File: src/rtl/regfile_wr_arbiter.sv
// Round-robin arbiter sharing one register-file write port between two writeback requesters,
// with 1-entry holding registers, RAW hazard flags and a saturating contention counter.
module regfile_wr_arbiter #(
  parameter int unsigned BITSIZE = 16,
  parameter int unsigned ADDSIZE = 4,
  parameter int unsigned CNTSIZE = 16
) (
  input  logic               clk,
  input  logic               rst,
  input  logic               v0,
  input  logic [ADDSIZE-1:0] a0,
  input  logic [BITSIZE-1:0] d0,
  output logic               rdy0,
  input  logic               v1,
  input  logic [ADDSIZE-1:0] a1,
  input  logic [BITSIZE-1:0] d1,
  output logic               rdy1,
  output logic [ADDSIZE-1:0] rw,
  output logic [BITSIZE-1:0] wdat,
  output logic               wren,
  input  logic [ADDSIZE-1:0] ra,
  input  logic [ADDSIZE-1:0] rb,
  output logic               haz_a,
  output logic               haz_b,
  output logic [CNTSIZE-1:0] cont_cnt
);

  logic               full0, full1;
  logic [ADDSIZE-1:0] hold0_addr, hold1_addr;
  logic [BITSIZE-1:0] hold0_data, hold1_data;
  logic               rr_last;
  logic               gnt0, gnt1;
  logic               acc0, acc1;

  // Under contention the port not granted last time wins.
  always_comb begin
    gnt0 = full0 & (~full1 | rr_last);
    gnt1 = full1 & (~full0 | ~rr_last);
  end

  // A port whose entry drains this cycle can refill in the same cycle.
  assign rdy0 = ~full0 | gnt0;
  assign rdy1 = ~full1 | gnt1;
  assign acc0 = v0 & rdy0;
  assign acc1 = v1 & rdy1;

  always_comb begin
    haz_a = (full0 & (hold0_addr == ra)) | (full1 & (hold1_addr == ra)) | (wren & (rw == ra));
    haz_b = (full0 & (hold0_addr == rb)) | (full1 & (hold1_addr == rb)) | (wren & (rw == rb));
  end

  always_ff @(posedge clk or posedge rst) begin
    if (rst) begin
      full0      <= 1'b0;
      full1      <= 1'b0;
      hold0_addr <= '0;
      hold0_data <= '0;
      hold1_addr <= '0;
      hold1_data <= '0;
      rr_last    <= 1'b1;
    end else begin
      if (acc0) begin
        hold0_addr <= a0;
        hold0_data <= d0;
        full0      <= 1'b1;
      end else if (gnt0) begin
        full0 <= 1'b0;
      end
      if (acc1) begin
        hold1_addr <= a1;
        hold1_data <= d1;
        full1      <= 1'b1;
      end else if (gnt1) begin
        full1 <= 1'b0;
      end
      if (gnt1) begin
        rr_last <= 1'b1;
      end else if (gnt0) begin
        rr_last <= 1'b0;
      end
    end
  end

  always_ff @(posedge clk or posedge rst) begin
    if (rst) begin
      wren <= 1'b0;
      rw   <= '0;
      wdat <= '0;
    end else begin
      wren <= gnt0 | gnt1;
      if (gnt0) begin
        rw   <= hold0_addr;
        wdat <= hold0_data;
      end else if (gnt1) begin
        rw   <= hold1_addr;
        wdat <= hold1_data;
      end
    end
  end

  always_ff @(posedge clk or posedge rst) begin
    if (rst) begin
      cont_cnt <= '0;
    end else if (full0 && full1 && (cont_cnt != {CNTSIZE{1'b1}})) begin
      cont_cnt <= cont_cnt + 1'b1;
    end
  end

endmodule

File: config.mk
export PLATFORM = sky130hd
export DESIGN_NAME = regfile_wr_arbiter
export DESIGN_NICKNAME = d
export VERILOG_FILES = /design/src/rtl/regfile_wr_arbiter.sv
export SDC_FILE = /design/constraint.sdc
export NUM_CORES = 1
export LEC_CHECK = 0
export ABC_AREA = 1
export CELL_PAD_IN_SITES_DETAIL_PLACEMENT = 1
export CELL_PAD_IN_SITES_GLOBAL_PLACEMENT = 1
export CORE_MARGIN = 2
export CORE_UTILIZATION = 39
export CTS_CLUSTER_DIAMETER = 30
export DETAILED_ROUTE_END_ITERATION = 8
export HOLD_SLACK_MARGIN = 0.15
export PLACE_DENSITY = 0.86
export SETUP_SLACK_MARGIN = 0.3
export SLEW_MARGIN = 10
export SYNTH_ARGS = -nofsm -noshare
export SYNTH_HDL_FRONTEND = slang
export SYNTH_SLANG_ARGS = --single-unit
File: constraint.sdc
create_clock -name clk -period 5 [get_ports clk]
set_input_delay 0.75 -clock clk [delete_from_list [all_inputs] [get_ports clk]]
set_output_delay 0.75 -clock clk [all_outputs]
set_load 0.05 [all_outputs]
==> results.sh <==
export IMPL_synth_seq_cells=80
export IMPL_grt_max_degree=42
export IMPL_holdCritPathClass="flop to flop"
export IMPL_setup_viol=0
export IMPL_worstPathMaxFanout=4
export IMPL_design_die_area_mm2=0.0111
export IMPL_drt_iter0_markers=220
export IMPL_power_density_mw_per_mm2=539
export IMPL_port_buffers=92
export IMPL_status="finished, final reports clean"
export IMPL_grt_usage_pct=23.1
export IMPL_h_tree_depth=3
export IMPL_cts_root_buf="clkbuf_8"
export IMPL_async_flop_share_pct=100
export IMPL_crit_start="ra[0]"
export IMPL_synth_seq_area_share_pct=49.8
export IMPL_rows=37
export IMPL_drc_errors=0
export IMPL_required_ns=4.25
export IMPL_cap_viol_max_count=0
export IMPL_post_route_util_pct=51.0
export IMPL_syn_instance_count=520
export IMPL_hp_start="hold1_data[5]"
export IMPL_synth_area_mm2=0.00402
export IMPL_yosys_warnings=0
export IMPL_final_setup_skew_ns=0.0136
export IMPL_grt_overflow_total=0
export IMPL_start_kind="input port"
export IMPL_wirelength_um=12300
export IMPL_gp_congestion=0.830
export IMPL_start_util_pct=39.5
export IMPL_crit_type="input port to primary output"
export IMPL_die_w_um=106
export IMPL_insertion_delay_ns=0.36
export IMPL_clk_pin_slew_ns=0.08
export IMPL_cts_tree="built"
export IMPL_end_kind="primary output"
export IMPL_syn_nets=573
export IMPL_fmax_mhz=293
export IMPL_final_max_slew_viol_count=0
export IMPL_ctsResizeCount=0
export IMPL_vdd_ir_drop_worst_v=0.000228
export IMPL_dr_pass1_iters=4
export IMPL_hold_viol_final=0
export IMPL_grt_pass1_vias=4182
export IMPL_min_period_ns=3.41
export IMPL_worst_pin_slew_ns=0.977
export IMPL_arrival_ns=2.66
export IMPL_rsz0062_at_grt="no"
export IMPL_vias=3817
export IMPL_syn_avg_cell_area_um2=7.73
export IMPL_hold_buffers=0
export IMPL_detail_route_antenna_nets=0
export IMPL_grt_pass1_wl_um=20600
export IMPL_max_slew_margin_pct=34.6
export IMPL_fin_crit_sh_pct=68.3
export IMPL_timing_hold_ws_ns=0.478
export IMPL_final_nets=660
export IMPL_drive_gt1_share_pct=4.58
export IMPL_cts_max_path_buffers=2
export IMPL_tns_ns=0
export IMPL_r2r_start="full1"
export IMPL_yosys_cell_types_count=29
export IMPL_die_h_um=106
export IMPL_via_per_inst=5.10
export IMPL_synthFlopType="dfrtp_1"
export IMPL_antenna_cells=0
export IMPL_cts_sinks=80
export IMPL_area_delta_synth_final_pct=29.3
export IMPL_synth_edf_count=0
export IMPL_antenna_found_initial=0
export IMPL_io_pins=93
export IMPL_fp_coreArea_mm2=0.0102
export IMPL_cts_made_buffers=9
export IMPL_post_cts_setup_buffers=0
export IMPL_avgRoutedWirePerCell_um=16.4
export IMPL_dpl_hpwl_um=8750
export IMPL_p_leak_nw=2.49
-- cells in the final DEF (no fill, tap or decap), drive strengths merged, types with 5 or more instances in the layout --
cell           synthesis  final
a21oi                 29     29
clkbuf                 3     11
clkdlybuf4s50          0     92
dfrtp                 79     79
inv                   73     72
nand2                146    146
nand3                 35     35
nor2                  55     55
nor3                   5      5
o211ai                16     16
o21ai                 42     42
o22ai                  6      6
-- cell type report --
cell class	count	area [um^2]
clock buffer	11	131
clock inverter	5	33.8
fill	1281	4990
inverter	73	275
multi-input combinational	349	1650
sequential	80	2000
tap	136	170
timing repair buffer	94	936
-- report_power, final --
group          switching [mW]  internal [mW]
Combinational           0.933          0.435
Clock                   0.244          0.180
Sequential              0.154          0.854
Total                    1.33           1.47
-- worst paths after layout --
| path | end | slack, ns | cells past startpoint |
|---|---|---|---|
| worst max-delay path | haz_a | 1.59 | 8 |
| worst min-delay path | hold1_data[5] | 0.48 | 2 |
| worst max register to register | hold1_addr[1] | 2.80 | 7 |
| worst min register to register | hold1_data[5] | 0.48 | 2 |
| max in group asynchronous | rr_last | 3.17 | 3 |
| min in group asynchronous | cont_cnt[15] | 0.81 | 2 |
-- routing by layer --
metal  global-route usage, %  part of all wire, %
met5                       0                    0
met4                    7.24                  1.6
met3                    3.65                  3.0
met2                    39.8                   51
met1                    29.9                   45
-- cells in the mapped netlist (all sizes together), types with 4 or more instances --
master	n	area share, %
nand2	146	14
buf	15	2.1
o211ai	16	3.0
nand3	35	4.4
xor2	4	0.87
nor3	5	0.62
o22ai	6	0.93
dfrtp	79	49
a21oi	29	3.6
o21ai	42	5.8
inv	73	6.8
nand4	4	0.62
nor2	55	5.6
-- critical path: stages --
cell	delay (ns)
clkdlybuf4s50_1	0.51
inv_1	0.10
nand2_1	0.06
o21ai_0	0.07
nor2_1	0.15
nand3_1	0.12
nand3_1	0.10
clkdlybuf4s50_1	0.80
-- flip-flops by register name, indices dropped and copies added (netlist names) --
signal      count
cont_cnt       16
full0           1
full1           1
hold0_addr      4
hold0_data     16
hold1_addr      4
hold1_data     16
rr_last         1
rw              4
wdat           16
wren            1
-- metrics by stage --
step | instance area (um^2) | setup WS, ns | total power [mW] | cells
floorplan | 4020 | 2.20 | 1.91 | 520
global placement | 5030 | 1.69 | 2.33 | 732
detailed placement | 5030 | 1.62 | 2.39 | 732
CTS | 5190 | 1.61 | 2.82 | 748
global route | 5190 | 1.52 | 2.98 | 748
finish | 5190 | 1.59 | 2.80 | 748
-- logic make-up (layout without fill, tap and decap cells) --
family                   count (synthesis)  count (layout)  share of synthesized area (%)
adder cells (fa/ha/maj)                  1               1                          0.311
AO/OA/AOI/OAI                           93              93                           13.3
XOR/XNOR                                 7               7                           1.53
AND/OR/NAND/NOR                        248             248                           25.8
buffers and inverters                   91             183                           9.22
flip-flops                              80              80                           49.8
(Power assumes the default switching activity.)
